[config.mk]
export PLATFORM = sky130hd
export DESIGN_NAME = muldiv_controller
export DESIGN_NICKNAME = d
export VERILOG_FILES = /design/src/rtl/cpu_pkg.sv /design/src/rtl/muldiv_datapath.sv /design/src/rtl/muldiv_controller.sv
export SDC_FILE = /design/constraint.sdc
export NUM_CORES = 1
export LEC_CHECK = 0
export CORE_ASPECT_RATIO = 0.75
export CORE_MARGIN = 2
export CORE_UTILIZATION = 47
export DETAILED_ROUTE_END_ITERATION = 10
export HOLD_SLACK_MARGIN = 0.15
export PLACE_DENSITY = 0.67
export SLEW_MARGIN = 15
export SYNTH_ARGS = -nofsm -noshare
export SYNTH_HDL_FRONTEND = slang
export SYNTH_SLANG_ARGS = --single-unit
[constraint.sdc]
create_clock -name clk -period 5.4 [get_ports clk]
set_input_delay 0.81 -clock clk [delete_from_list [all_inputs] [get_ports clk]]
set_output_delay 0.81 -clock clk [all_outputs]
set_load 0.01 [all_outputs]
[src/rtl/cpu_pkg.sv]
// Shared CPU definitions: multiply/divide sequencer states, iteration count and HI/LO widths.
package cpu_pkg;

    typedef enum logic [2:0] {
        MD_IDLE     = 3'd0,
        MD_MULT_RUN = 3'd1,
        MD_DIV_RUN  = 3'd2,
        MD_DIV_FIX  = 3'd3,
        MD_DONE     = 3'd4
    } muldiv_state_t;

    typedef enum logic {
        OP_MUL = 1'b0,
        OP_DIV = 1'b1
    } muldiv_op_t;

    localparam int MULDIV_ITERS = 32;
    localparam int HI_W         = 32;
    localparam int LO_W         = 32;

endpackage

[src/rtl/muldiv_datapath.sv]
// Shared shift/add datapath for radix-2 Booth multiply and restoring divide.
// acc holds the product high half or remainder; mq holds the multiplier/product low half or quotient.
module muldiv_datapath
    import cpu_pkg::*;
#(
    parameter int WIDTH = 32
) (
    input  logic             clk,
    input  logic             reset,
    input  logic             load,
    input  logic             step,
    input  logic             fix,
    input  muldiv_op_t       op,
    input  logic [WIDTH-1:0] a,
    input  logic [WIDTH-1:0] b,
    output logic [WIDTH-1:0] res_hi,
    output logic [WIDTH-1:0] res_lo
);

    localparam logic [WIDTH-1:0] ZERO = {WIDTH{1'b0}};
    localparam logic [WIDTH-1:0] ONE  = {{(WIDTH-1){1'b0}}, 1'b1};

    function automatic logic [WIDTH-1:0] magnitude(input logic [WIDTH-1:0] v);
        magnitude = v[WIDTH-1] ? (~v + ONE) : v;
    endfunction

    logic [WIDTH-1:0] acc_r;
    logic [WIDTH-1:0] mq_r;
    logic [WIDTH-1:0] opnd_r;
    logic             qm1_r;
    logic             neg_q_r;
    logic             neg_r_r;

    logic [WIDTH:0]   acc_ext_s;
    logic [WIDTH:0]   mcand_ext_s;
    logic [WIDTH:0]   booth_sum_s;
    logic [WIDTH:0]   shifted_s;
    logic [WIDTH+1:0] trial_s;
    logic [WIDTH-1:0] rem_next_s;
    logic             qbit_s;

    // Booth add/subtract, one bit wider so the following arithmetic shift keeps the true sign
    always_comb begin
        acc_ext_s   = {acc_r[WIDTH-1], acc_r};
        mcand_ext_s = {opnd_r[WIDTH-1], opnd_r};
        case ({mq_r[0], qm1_r})
            2'b01:   booth_sum_s = acc_ext_s + mcand_ext_s;
            2'b10:   booth_sum_s = acc_ext_s - mcand_ext_s;
            default: booth_sum_s = acc_ext_s;
        endcase
    end

    // Restoring trial subtraction on unsigned magnitudes
    always_comb begin
        shifted_s = {acc_r, mq_r[WIDTH-1]};
        trial_s   = {1'b0, shifted_s} - {2'b00, opnd_r};
        if (trial_s[WIDTH+1]) begin
            qbit_s     = 1'b0;
            rem_next_s = shifted_s[WIDTH-1:0];
        end else begin
            qbit_s     = 1'b1;
            rem_next_s = trial_s[WIDTH-1:0];
        end
    end

    // Operand capture, per-iteration update and final sign fix-up
    always_ff @(posedge clk) begin
        if (reset) begin
            acc_r   <= ZERO;
            mq_r    <= ZERO;
            opnd_r  <= ZERO;
            qm1_r   <= 1'b0;
            neg_q_r <= 1'b0;
            neg_r_r <= 1'b0;
        end else if (load) begin
            acc_r <= ZERO;
            qm1_r <= 1'b0;
            if (op == OP_MUL) begin
                mq_r    <= a;
                opnd_r  <= b;
                neg_q_r <= 1'b0;
                neg_r_r <= 1'b0;
            end else begin
                mq_r    <= magnitude(a);
                opnd_r  <= magnitude(b);
                neg_q_r <= a[WIDTH-1] ^ b[WIDTH-1];
                neg_r_r <= a[WIDTH-1];
            end
        end else if (step) begin
            if (op == OP_MUL) begin
                acc_r <= booth_sum_s[WIDTH:1];
                mq_r  <= {booth_sum_s[0], mq_r[WIDTH-1:1]};
                qm1_r <= mq_r[0];
            end else begin
                acc_r <= rem_next_s;
                mq_r  <= {mq_r[WIDTH-2:0], qbit_s};
            end
        end else if (fix) begin
            if (neg_q_r) begin
                mq_r <= ~mq_r + ONE;
            end
            if (neg_r_r) begin
                acc_r <= ~acc_r + ONE;
            end
        end
    end

    assign res_hi = acc_r;
    assign res_lo = mq_r;

endmodule

[src/rtl/muldiv_controller.sv]
// Sequencer for the iterative multiply/divide unit: accepts start pulses, runs the datapath
// for a fixed number of iterations and presents HI/LO results with one-cycle write strobes.
module muldiv_controller
    import cpu_pkg::*;
#(
    parameter int WIDTH = 32,
    parameter int CNT_W = 6
) (
    input  logic             clk,
    input  logic             reset,
    input  logic             mult_start,
    input  logic             div_start,
    input  logic [WIDTH-1:0] a,
    input  logic [WIDTH-1:0] b,
    output logic [WIDTH-1:0] hi,
    output logic [WIDTH-1:0] lo,
    output logic             HI_write,
    output logic             LO_write,
    output logic             busy,
    output logic             done,
    output logic             divzero
);

    localparam logic [CNT_W-1:0] CNT_ZERO = {CNT_W{1'b0}};
    localparam logic [CNT_W-1:0] CNT_ONE  = {{(CNT_W-1){1'b0}}, 1'b1};
    localparam logic [CNT_W-1:0] CNT_LAST = CNT_W'(MULDIV_ITERS - 1);

    muldiv_state_t    state_r;
    muldiv_state_t    state_next_s;
    logic [CNT_W-1:0] cnt_r;
    logic [CNT_W-1:0] cnt_next_s;
    logic             dz_pend_r;
    logic             dz_pend_next_s;
    logic             load_s;
    logic             step_s;
    logic             fix_s;
    muldiv_op_t       op_s;
    logic [WIDTH-1:0] res_hi_s;
    logic [WIDTH-1:0] res_lo_s;

    // State, iteration counter and divide-by-zero pending flag
    always_ff @(posedge clk) begin
        if (reset) begin
            state_r   <= MD_IDLE;
            cnt_r     <= CNT_ZERO;
            dz_pend_r <= 1'b0;
        end else begin
            state_r   <= state_next_s;
            cnt_r     <= cnt_next_s;
            dz_pend_r <= dz_pend_next_s;
        end
    end

    // Next-state and datapath control; multiply wins when both starts arrive together
    always_comb begin
        state_next_s   = state_r;
        cnt_next_s     = cnt_r;
        dz_pend_next_s = 1'b0;
        load_s         = 1'b0;
        step_s         = 1'b0;
        fix_s          = 1'b0;
        op_s           = OP_MUL;
        case (state_r)
            MD_IDLE: begin
                if (mult_start) begin
                    load_s       = 1'b1;
                    op_s         = OP_MUL;
                    cnt_next_s   = CNT_ZERO;
                    state_next_s = MD_MULT_RUN;
                end else if (div_start) begin
                    if (b == {WIDTH{1'b0}}) begin
                        dz_pend_next_s = 1'b1;
                        state_next_s   = MD_IDLE;
                    end else begin
                        load_s       = 1'b1;
                        op_s         = OP_DIV;
                        cnt_next_s   = CNT_ZERO;
                        state_next_s = MD_DIV_RUN;
                    end
                end else begin
                    state_next_s = MD_IDLE;
                end
            end
            MD_MULT_RUN: begin
                step_s     = 1'b1;
                op_s       = OP_MUL;
                cnt_next_s = cnt_r + CNT_ONE;
                if (cnt_r == CNT_LAST) begin
                    cnt_next_s   = CNT_ZERO;
                    state_next_s = MD_DONE;
                end else begin
                    state_next_s = MD_MULT_RUN;
                end
            end
            MD_DIV_RUN: begin
                step_s     = 1'b1;
                op_s       = OP_DIV;
                cnt_next_s = cnt_r + CNT_ONE;
                if (cnt_r == CNT_LAST) begin
                    cnt_next_s   = CNT_ZERO;
                    state_next_s = MD_DIV_FIX;
                end else begin
                    state_next_s = MD_DIV_RUN;
                end
            end
            MD_DIV_FIX: begin
                fix_s        = 1'b1;
                op_s         = OP_DIV;
                state_next_s = MD_DONE;
            end
            MD_DONE: begin
                state_next_s = MD_IDLE;
            end
            default: begin
                cnt_next_s   = CNT_ZERO;
                state_next_s = MD_IDLE;
            end
        endcase
    end

    muldiv_datapath #(
        .WIDTH (WIDTH)
    ) u_datapath (
        .clk    (clk),
        .reset  (reset),
        .load   (load_s),
        .step   (step_s),
        .fix    (fix_s),
        .op     (op_s),
        .a      (a),
        .b      (b),
        .res_hi (res_hi_s),
        .res_lo (res_lo_s)
    );

    // Registered outputs; results are latched only in DONE so they hold until the next completion
    always_ff @(posedge clk) begin
        if (reset) begin
            hi       <= {WIDTH{1'b0}};
            lo       <= {WIDTH{1'b0}};
            HI_write <= 1'b0;
            LO_write <= 1'b0;
            busy     <= 1'b0;
            done     <= 1'b0;
            divzero  <= 1'b0;
        end else begin
            busy     <= (state_r != MD_IDLE);
            done     <= (state_r == MD_DONE);
            HI_write <= (state_r == MD_DONE);
            LO_write <= (state_r == MD_DONE);
            divzero  <= dz_pend_r;
            if (state_r == MD_DONE) begin
                hi <= res_hi_s;
                lo <= res_lo_s;
            end
        end
    end

endmodule

==> key figures <==
Global routing
  – Largest net degree at the start of global routing: between 80 and 90
  – Grt ovf: 0
  – First-pass GRT wire length: between 70 and 80 mm
  – Vias in the first global route: ~13,000
  – Initial antenna violation count: 0
  – GRT Overall Usage: 0.303

Yosys
  – Ys flop type: dfxtp_1
  – Synth top area share: 0.248
  – Syn nets: ~2,100
  – Post-synth top area cell: dfxtp_1
  – Post-synthesis cell count: approximately 2,000
  – Number of synthesized flops with an enable pin: 0
  – Top cells by area, synth: dfxtp_1 (25%), a21oi_1 (8.1%), nand2_1 (7.9%)
  – Synth async-reset ratio: 0
  – Compound-Gate Fraction of Synth Area: 0.278
  – XOR/XNOR share of the synthesized area: 0.105
  – Mux contribution to synthesized area: 0.0157
  – Syn Area/Cell: between 7 and 8 sq um
  – Adder-Cell Fraction of Synth Area: 0.0653
  – Largest family of logic cells by synthesized area: compound AO/OA/AOI/OAI gates
  – #FFs+latches synth: 176
  – Post-synthesis simple-gate area fraction: 0.232
  – Synth unique cells: 76
  – Seq/Total Area, Yosys: 0.248
  – Mapped Area: about 14,000 sq um
  – Synth warn: 0

Floorplan
  – Die W: 205 um
  – Die area: 31,700 sq um
  – Die height: between 150 and 200 um
  – CORE AREA: around 30,000 sq um
  – Rows: between 50 and 60
  – Initial core utilization: 0.474
  – IO Pins: 137

CTS
  – Worst-Skew Late Latency: approximately 0.46 ns
  – Clock root cell: clkbuf_16
  – TritonCTS Buffers: 17
  – Hold Buf Count CTS: 0
  – Setup Buffers After CTS: 0
  – Post_cts resized: 0
  – Max clock buf depth: 2
  – Clock transition at path regs: approximately 0.070 ns
  – H-tree Lvls: 4
  – CTS Sinks: about 180
  – CTS tree: built

Worst setup path
  – Buffers & Inverters on Critical Path: 1
  – Critical Path Start Type: register
  – Crit-path leading delay family: simple AND/OR/NAND/NOR gates
  – Crit path cell chain: inv_1, ha_1, nor3b_1, nand4_1, nor2_1, a31oi_1, xnor2_1, ha_1, nand2_1, nor3_1, o31ai_1, o21bai_1, a211oi_1, nand3_1, o31ai_1, xnor2_1, or3_1, a31oi_1
  – Critical path's largest stage delay: approximately 0.46 ns
  – Critical Path RT: a little under 6 ns
  – Largest fanout on the critical path: 10
  – Arr. time, crit path: about 5.0 ns
  – Setup Crit Path Kind: register to register
  – CP endpoint kind: register
  – Crit-path slowest cell: ha_1

Power and ir drop
  – Gate power share: 0.440
  – Total power: just over 5 mW
  – Sequential Power Share: 0.315
  – Pwr dens: between 300 and 400 nW/um^2
  – Internal power: ~2.9 mW
  – Psw: about 2.2 mW
  – Worst vdd ir: between 200 and 250 uV
  – Share of power burned in the clock network: 0.246
  – Sw frac: 0.428
  – Static Leak: between 6 and 7 nW

Drt
  – DR WL/cell: 19.8 um
  – Post-DR vias/cell: a little over 6
  – Initial DRC count: about 1,700
  – Residual DRC count: 0
  – Total Wirelength: roughly 49 mm
  – Post-route antenna net violation count: 0
  – Routed vias: approximately 15,000
  – First-pass detailed-route iteration total: 6

Timing
  – Slew headroom: 0.331
  – Max-slew violation count: 0
  – Final Hold Vio Count: 0
  – Clock Skew: around 0.023 ns
  – Final TNS setup: 0 ns
  – Max Clk Rate: between 200 and 250 MHz
  – # setup viols final: 0
  – RSZ-0062 raised after global routing: false
  – Fin crit share: 0.865
  – Worst Tran Pin Value: 1.00 ns
  – Tmin final: between 4 and 5 ns

Finish
  – Nets: 2,190
  – Core Util, Final: 0.546
  – Post-Layout Cell Count: roughly 2,500
  – # diodes: 0
  – Area delta synth->final: 15.1%
  – Ratio of cells with drive above 1 in the final layout: 0.0456
  – Final non-filler cell area: between 15,000 and 20,000 sq um

Min path
  – Min-Delay Path Class: register to register

Placed design
  – DP HPWL: ~36 mm
  – GPL Wtd Cong: between 1 and 1.5
  – Post-DP Area: roughly 16,000 sq um
  – # placed instances: about 2,400
  – Port Buffers: about 140

Status
  – Run status: completed

Run
  – Max-cap viol count: 0
## power groups by stage
stage	Sequential, mW	Combinational, mW	Clock, mW
floorplan	1.51	1.69	0
global placement	1.63	2.16	0
detailed placement	1.63	2.19	0
CTS	1.60	2.20	1.27
global route	1.63	2.48	1.32
finish	1.62	2.26	1.26
## layout by cell type (no fill, tap or decap), types with 21 or more instances in the layout
master           Yosys  final
a211oi_1            53     53
a21o_1              32     32
a21oi_1            229    228
a31oi_1             31     31
buf_4                2     33
clkdlybuf4s50_1      0    135
dfxtp_1            176    176
ha_1                71     70
inv_1               63     63
nand2_1            298    297
nand3_1             45     45
nor2_1             188    188
nor3_1              54     54
nor4_1              21     21
o21ai_0             88     88
o22ai_1             22     22
o31ai_1             32     32
xnor2_1            100    100
xor2_1              71     71
## kinds of logic (layout without fill, tap and decap cells)
logic type,count (synthesis),in the layout
flops,176,176
fa+ha+maj,73,73
mux,22,22
buf+inv,209,263
compound gates,629,629
xor+xnor,171,171
simple gates,728,728
## worst min-delay path, cell delays in order (launching register included)
cell	delay (ns)
dfxtp_1	0.31
nand2_1	0.05
a21oi_1	0.05
## cells in the mapped netlist (all sizes together), types with 13 or more instances
library cell  count
clkbuf          128
o21a             14
dfxtp           176
nor2            190
or4              15
nand2           298
xor2             71
o21ai           103
mux2i            19
o211ai           19
xnor2           100
buf              18
ha               71
or3              15
a31oi            31
nand3            45
o22ai            22
a21oi           230
nor3             54
nand2b           20
a211oi           53
a21o             32
nor4             22
a311oi           13
o31ai            33
inv              63
## flip-flops by register name, summed over array words and instances, names as in the netlist
signal,count
u_datapath.opnd_r,32
hi,32
u_datapath.qm1_r,1
u_datapath.neg_r_r,1
u_datapath.res_hi,32
dz_pend_r,1
cnt_r,6
u_datapath.res_lo,32
divzero,1
state_r,3
u_datapath.neg_q_r,1
done,1
lo,32
busy,1
## per-stage QoR
step	setup WS [ns]	hold slack, ns
floorplan	1.58	0.414
global placement	0.769	0.427
detailed placement	0.686	0.446
CTS	0.876	0.455
global route	0.307	0.464
finish	0.729	0.453
## layout make-up
cell class / instances / area [sq um]
fillers: 2953 / 13600
multi-input cells: 1623 / 9950
flip-flops and latches: 176 / 3520
repair buffers: 168 / 1600
well taps: 399 / 499
clock buffers: 19 / 443
inverters: 63 / 236
clock inverters: 13 / 125
## metal layers
| layer | global-route usage | vias up | routed length, um |
|---|---|---|---|
| met2 | 0.397 | 782 | 18400 |
| li1 | - | 7263 | - |
| met5 | 0 | - | 0 |
| met4 | 0.0613 | 0 | 653 |
| met1 | 0.475 | 6902 | 23400 |
| met3 | 0.0889 | 57 | 6370 |
## worst paths after layout
path                                     start                                 end  slack, ns  cells after the start
min reg2reg                 lo[5]$_SDFFE_PP0P_                  lo[5]$_SDFFE_PP0P_       0.45                      2
max          u_datapath.opnd_r[1]$_SDFFE_PP0P_  u_datapath.res_hi[29]$_SDFFE_PP0P_       0.73                     18
max reg2reg  u_datapath.opnd_r[1]$_SDFFE_PP0P_  u_datapath.res_hi[29]$_SDFFE_PP0P_       0.73                     18
min                         lo[5]$_SDFFE_PP0P_                  lo[5]$_SDFFE_PP0P_       0.45                      2
Note: power is estimated with default switching activity, not from simulation.
